## config.mk

```make
export PLATFORM = sky130hd
export DESIGN_NAME = serial_word_rx_flat
export DESIGN_NICKNAME = d
export VERILOG_FILES = /design/src/rtl/serial_word_pkg.sv /design/src/rtl/serial_word_rx_if.sv /design/src/rtl/bit_accum.sv /design/src/rtl/serial_word_rx.sv /design/src/flat_wrapper.sv
export SDC_FILE = /design/constraint.sdc
export NUM_CORES = 1
export LEC_CHECK = 0
export ABC_AREA = 1
export CAP_MARGIN = 20
export CORE_MARGIN = 2
export CORE_UTILIZATION = 40
export CTS_CLUSTER_DIAMETER = 100
export CTS_CLUSTER_SIZE = 12
export DETAILED_ROUTE_END_ITERATION = 8
export GPL_TIMING_DRIVEN = 0
export PLACE_DENSITY = 0.66
export SYNTH_ARGS = -nofsm -noshare
export SYNTH_HDL_FRONTEND = slang
export SYNTH_SLANG_ARGS = --single-unit
```

## constraint.sdc

```tcl
create_clock -name clk -period 2.8 [get_ports clk]
set_input_delay 0.56 -clock clk [delete_from_list [all_inputs] [get_ports clk]]
set_output_delay 0.56 -clock clk [all_outputs]
set_load 0.01 [all_outputs]
```

## src/rtl/serial_word_pkg.sv

```systemverilog
// Shared constants and types for the serial-to-parallel word receiver.
package serial_word_pkg;
  localparam int   DEFAULT_WIDTH = 4;
  localparam logic LSB_FIRST     = 1'b0;
  localparam logic MSB_FIRST     = 1'b1;

  typedef enum logic {
    ACC_IDLE  = 1'b0,
    ACC_SHIFT = 1'b1
  } acc_state_e;
endpackage

```

## src/rtl/serial_word_rx_if.sv

```systemverilog
// Parallel word handshake: producer drives word/valid, consumer drives ready.
interface serial_word_rx_if #(parameter int WIDTH = serial_word_pkg::DEFAULT_WIDTH);
  logic [WIDTH-1:0] word_out;
  logic             word_valid;
  logic             word_ready;

  modport master (output word_out, output word_valid, input word_ready);
  modport slave  (input word_out, input word_valid, output word_ready);
endinterface

```

## src/rtl/bit_accum.sv

```systemverilog
// Shift accumulator and bit counter; pulses done with the completed word.
module bit_accum
  import serial_word_pkg::*;
#(
  parameter int WIDTH = DEFAULT_WIDTH,
  parameter int CW    = $clog2(WIDTH+1)
) (
  input  logic             clk,
  input  logic             rst,
  input  logic             bit_in,
  input  logic             bit_valid,
  input  logic             msb_first,
  input  logic             flush,
  output logic [CW-1:0]    bit_count,
  output logic             done,
  output logic [WIDTH-1:0] word
);
  acc_state_e       state_q, state_d;
  logic [CW-1:0]    cnt_q, cnt_d;
  logic [WIDTH-1:0] acc_q, acc_d, shifted;
  logic             dir_q, dir_d, dir_cur;

  always_ff @(posedge clk or posedge rst) begin
    if (rst) begin
      state_q <= ACC_IDLE;
      cnt_q   <= '0;
      acc_q   <= '0;
      dir_q   <= LSB_FIRST;
    end else begin
      state_q <= state_d;
      cnt_q   <= cnt_d;
      acc_q   <= acc_d;
      dir_q   <= dir_d;
    end
  end

  always_comb begin
    state_d = state_q;
    cnt_d   = cnt_q;
    acc_d   = acc_q;
    dir_d   = dir_q;
    done    = 1'b0;
    // Direction is sampled live only for the first bit of a word.
    dir_cur = (state_q == ACC_IDLE) ? msb_first : dir_q;
    shifted = (dir_cur == MSB_FIRST) ? {acc_q[WIDTH-2:0], bit_in}
                                     : {bit_in, acc_q[WIDTH-1:1]};
    if (flush) begin
      state_d = ACC_IDLE;
      cnt_d   = '0;
      acc_d   = '0;
    end else if (bit_valid) begin
      dir_d = dir_cur;
      if (cnt_q == CW'(WIDTH-1)) begin
        done    = 1'b1;
        state_d = ACC_IDLE;
        cnt_d   = '0;
        acc_d   = '0;
      end else begin
        state_d = ACC_SHIFT;
        cnt_d   = cnt_q + CW'(1);
        acc_d   = shifted;
      end
    end
  end

  assign word      = shifted;
  assign bit_count = cnt_q;
endmodule

```

## src/rtl/serial_word_rx.sv

```systemverilog
// Serial bit receiver: assembles WIDTH-bit words and holds them for a ready/valid consumer.
module serial_word_rx
  import serial_word_pkg::*;
#(
  parameter int WIDTH = DEFAULT_WIDTH,
  parameter int CW    = $clog2(WIDTH+1)
) (
  input  logic                clk,
  input  logic                rst,
  input  logic                bit_in,
  input  logic                bit_valid,
  input  logic                msb_first,
  input  logic                flush,
  output logic [CW-1:0]       bit_count,
  output logic                overrun,
  serial_word_rx_if.master    wbus
);
  logic             done;
  logic [WIDTH-1:0] word_next;
  logic             load;

  bit_accum #(.WIDTH(WIDTH), .CW(CW)) u_accum (
    .clk       (clk),
    .rst       (rst),
    .bit_in    (bit_in),
    .bit_valid (bit_valid),
    .msb_first (msb_first),
    .flush     (flush),
    .bit_count (bit_count),
    .done      (done),
    .word      (word_next)
  );

  // A draining holder can be refilled on the same edge without a bubble.
  assign load = done && (!wbus.word_valid || wbus.word_ready);

  always_ff @(posedge clk or posedge rst) begin
    if (rst) begin
      wbus.word_out   <= '0;
      wbus.word_valid <= 1'b0;
    end else if (load) begin
      wbus.word_out   <= word_next;
      wbus.word_valid <= 1'b1;
    end else if (wbus.word_valid && wbus.word_ready) begin
      wbus.word_valid <= 1'b0;
    end
  end

  always_ff @(posedge clk or posedge rst) begin
    if (rst)                                            overrun <= 1'b0;
    else if (flush)                                     overrun <= 1'b0;
    else if (done && wbus.word_valid && !wbus.word_ready) overrun <= 1'b1;
  end
endmodule

```

## src/flat_wrapper.sv

```systemverilog
// flat-port wrapper written by rule: the top's interface ports become plain ports
module serial_word_rx_flat import serial_word_pkg::*;
#(
  parameter int WIDTH = DEFAULT_WIDTH,
  parameter int CW    = $clog2(WIDTH+1)
)
  (clk, rst, bit_in, bit_valid, msb_first, flush, bit_count, overrun, wbus_word_out, wbus_word_valid, wbus_word_ready);
  serial_word_rx_if #(.WIDTH(WIDTH)) wbus_i ();
  input  logic clk;
  input  logic rst;
  input  logic bit_in;
  input  logic bit_valid;
  input  logic msb_first;
  input  logic flush;
  output logic [CW-1:0] bit_count;
  output logic overrun;
  output wire logic [$bits(wbus_i.word_out)-1:0] wbus_word_out;
  output wire logic [$bits(wbus_i.word_valid)-1:0] wbus_word_valid;
  input wire logic [$bits(wbus_i.word_ready)-1:0] wbus_word_ready;
  assign wbus_word_out = wbus_i.word_out;
  assign wbus_word_valid = wbus_i.word_valid;
  assign wbus_i.word_ready = wbus_word_ready;
  serial_word_rx #(.WIDTH(WIDTH), .CW(CW)) u_core (.clk(clk), .rst(rst), .bit_in(bit_in), .bit_valid(bit_valid), .msb_first(msb_first), .flush(flush), .bit_count(bit_count), .overrun(overrun), .wbus(wbus_i));
endmodule
```

==> flow_summary_export.csv <==
group,metric,value,unit
timing,period_needed,1.82,ns
logic_synthesis,synth_edf_count,0,
logic_synthesis,yosys_warnings,0,
logic_synthesis,yosysTopAreaCell,"dfrtp_1",
logic_synthesis,synthFlopType,"dfrtp_1",
logic_synthesis,synthAdderAreaFrac,0.0171,
clock_network,holdBufCountCts,0,
cells_and_area,final_cells,133,
clock_network,cts_resized,0,
timing,grt_setup_unrepaired,"false",
clock_network,clk_transition_reported_paths,0.09,ns
clock_network,cts_setup_buffers,0,
cells_and_area,nNetsFinal,117,
floorplan,core-area,1730,sq um
timing,setup_viol,0,
placed_design,place_area,913,sq um
placed_design,dp_slack,1.10,ns
pwr,leakagePower,0.489,nW
logic_synthesis,synth.net_count,97,
logic_synthesis,synth_xor_area_frac,0,
critical_path,crit_slowest_cell,"clkdlybuf4s50_1",
cells_and_area,num_antenna_cells,0,
timing,post-route-period-util,0.650,
critical_path,crit_buf_inv,1,
critical_path,critical-path-top-delay-family,"buffers and inverters",
global_route,grt_max_degree,16,
detailed_routing,ant_nets,0,
logic_synthesis,syn_area,732,sq um
critical_path,crit_type,"register to primary output",
logic_synthesis,yosysMostFrequentCell,"nand2_1",
critical_path,critical_path.max_stage_delay,0.56,ns
logic_synthesis,synth_compound_area_frac,0.0427,
logic_synthesis,yosys_register_bits,15,
clock_network,h-tree-depth,1,
global_route,grt_usage,0.169,
pwr,power_density,457,nW/um^2
floorplan,initial_core_util,0.424,
global_route,grt_pass1_vias,617,
run_status,status,"completed",
min_path,worstHoldPathType,"register to register",
logic_synthesis,synth_top_family_by_area,"simple AND/OR/NAND/NOR gates",
critical_path,arrival,1.26,ns
floorplan,die_h,46.8,microns
timing,max_slew.worst_pin.slew,0.575,ns
timing,worst_slack,0.980,ns
global_route,grt_pass1_wl,2570,microns
clock_network,cts.sinks,15,
timing,relSlewSlack,0.616,
timing,timing.final.max_slew_violations,0,
placed_design,dp_hpwl,1100,microns
floorplan,num_io_pins,16,
logic_synthesis,synth_top_area_share,0.513,
logic_synthesis,ys_top_cells_by_count,"nand2_1 (40), dfrtp_1 (15), inv_1 (10), nand3_1 (9), nor2_4 (4)",
logic_synthesis,synthTopCellsByArea,"dfrtp_1 (51%), nand2_1 (21%), nand3_1 (6.2%)",
detailed_routing,first_iter_violations,14,
logic_synthesis,syn_inst,89,
logic_synthesis,syn-mean-instance-area,8.22,sq um
floorplan,rows,15,
timing,max_clock_freq,0.549,GHz
placed_design,io_buffers,15,
floorplan,die_w,46.8,microns
logic_synthesis,synthSimpleGateAreaFrac,0.366,
cells_and_area,area_growth,28.4,%
placed_design,dp.cells,129,
cells_and_area,final_area,940,sq um
critical_path,critPathLaunchType,"register",
logic_synthesis,async_flop_share,1.00,
critical_path,worst_ep_required_time,2.24,ns
job,drv_cap,0,
clock_network,root_buffer,"clkbuf_4",
placed_design,gp_congestion,0.836,
clock_network,clockBufferDepth,2,
global_route,grt_overflow,0,
detailed_routing,firstDrtPassIters,4,
detailed_routing,routed_wl,1420,microns
timing,skew,0.000798,ns
critical_path,cp_max_fo,4,
timing,finalHoldViolCount,0,
detailed_routing,vias,624,
detailed_routing,viasPerCell,4.69,
cells_and_area,final_util,0.544,
cells_and_area,final_layout_size_suffix_gt1_frac,0.120,
detailed_routing,drc_errors,0,
pwr,peakVddDrop,0.236,mV
detailed_routing,drt-wirelength-per-cell,10.7,microns
floorplan,dieArea,2190,sq um
logic_synthesis,synth_seq_area_share,0.513,
critical_path,end_kind,"primary output",
critical_path,crit_path_cell_trace,"clkdlybuf4s50_1",
global_route,antenna_found_initial,0,
critical_path,rrSetupSlack,1.55,ns
clock_network,numCtsBuffers,3,
timing,fin_tns_setup,0,ns
logic_synthesis,synth.distinct_cells,13,
clock_network,clock_latency,0.28,ns
logic_synthesis,muxShareOfSynthArea,0,
clock_network,cts_tree,"built",
per-layer routing:
metal,up-vias,wire (microns),GRT usage
li1,313,-,-
met1,283,653,0.217
met2,23,659,0.279
met3,5,71,0.0231
met4,0,36,0.0833
met5,-,0,0
final cells by class:
class,instances,area (sq um)
flip-flops and latches,15,375
fillers,179,787
clock buffers,4,26.3
inverters,12,45.0
well taps,25,31.3
multi-input cells,62,312
repair buffers,15,150
kinds of logic after synthesis:
family,after synthesis
simple gates,56
compound gates,5
flops,15
fa+ha+maj,1
buf+inv,12
flip-flops by register name, summed over array words and instances (netlist names):
name,count
u_core.wbus.word_valid,1
u_core.wbus.word_out,4
u_core.u_accum.acc_q,4
u_core.u_accum.dir_q,1
u_core.u_accum.bit_count,3
u_core.u_accum.state_q,1
u_core.overrun,1
report_power, final:
| part | leakage [nW] | internal, mW | total, mW | switching, mW |
|---|---|---|---|---|
| registers | 0.204 | 0.229 | 0.237 | 0.00809 |
| logic | 0.270 | 0.0312 | 0.0691 | 0.0379 |
| clock network | 0.0150 | 0.0553 | 0.123 | 0.0679 |
| total | 0.489 | 0.315 | 0.429 | 0.114 |
final timing paths:
check,endpoint,start,cells after the start
max,bit_count[0],u_core.u_accum.bit_count[0],1
min,u_core.wbus.word_out[2],u_core.wbus.word_out[2],2
max reg2reg,u_core.wbus.word_out[1],u_core.u_accum.bit_count[0],6
min reg2reg,u_core.wbus.word_out[2],u_core.wbus.word_out[2],2
max in group asynchronous,u_core.u_accum.acc_q[0],rst,2
min in group asynchronous,u_core.wbus.word_out[3],rst,2
layout by cell type, fill, tap and decap left out:
cell type,instances
ha_1,1
nor2_4,4
dfrtp_1,15
nor2_2,1
nand3_2,1
inv_2,2
clkbuf_1,1
nand2_4,1
clkbuf_4,3
a211oi_1,1
nand3_1,9
o21ai_0,3
clkdlybuf4s50_1,15
o21ai_2,1
inv_1,10
nand2_1,40
stage by stage:
step	hold WS (ns)	power, mW
3_3_place_gp	0.468	0.309
3_5_place_dp	0.468	0.311
6_report	0.490	0.429
5_1_grt	0.505	0.457
4_1_cts	0.495	0.435
2_1_floorplan	0.450	0.278
Power figures use the tool's default switching activity.
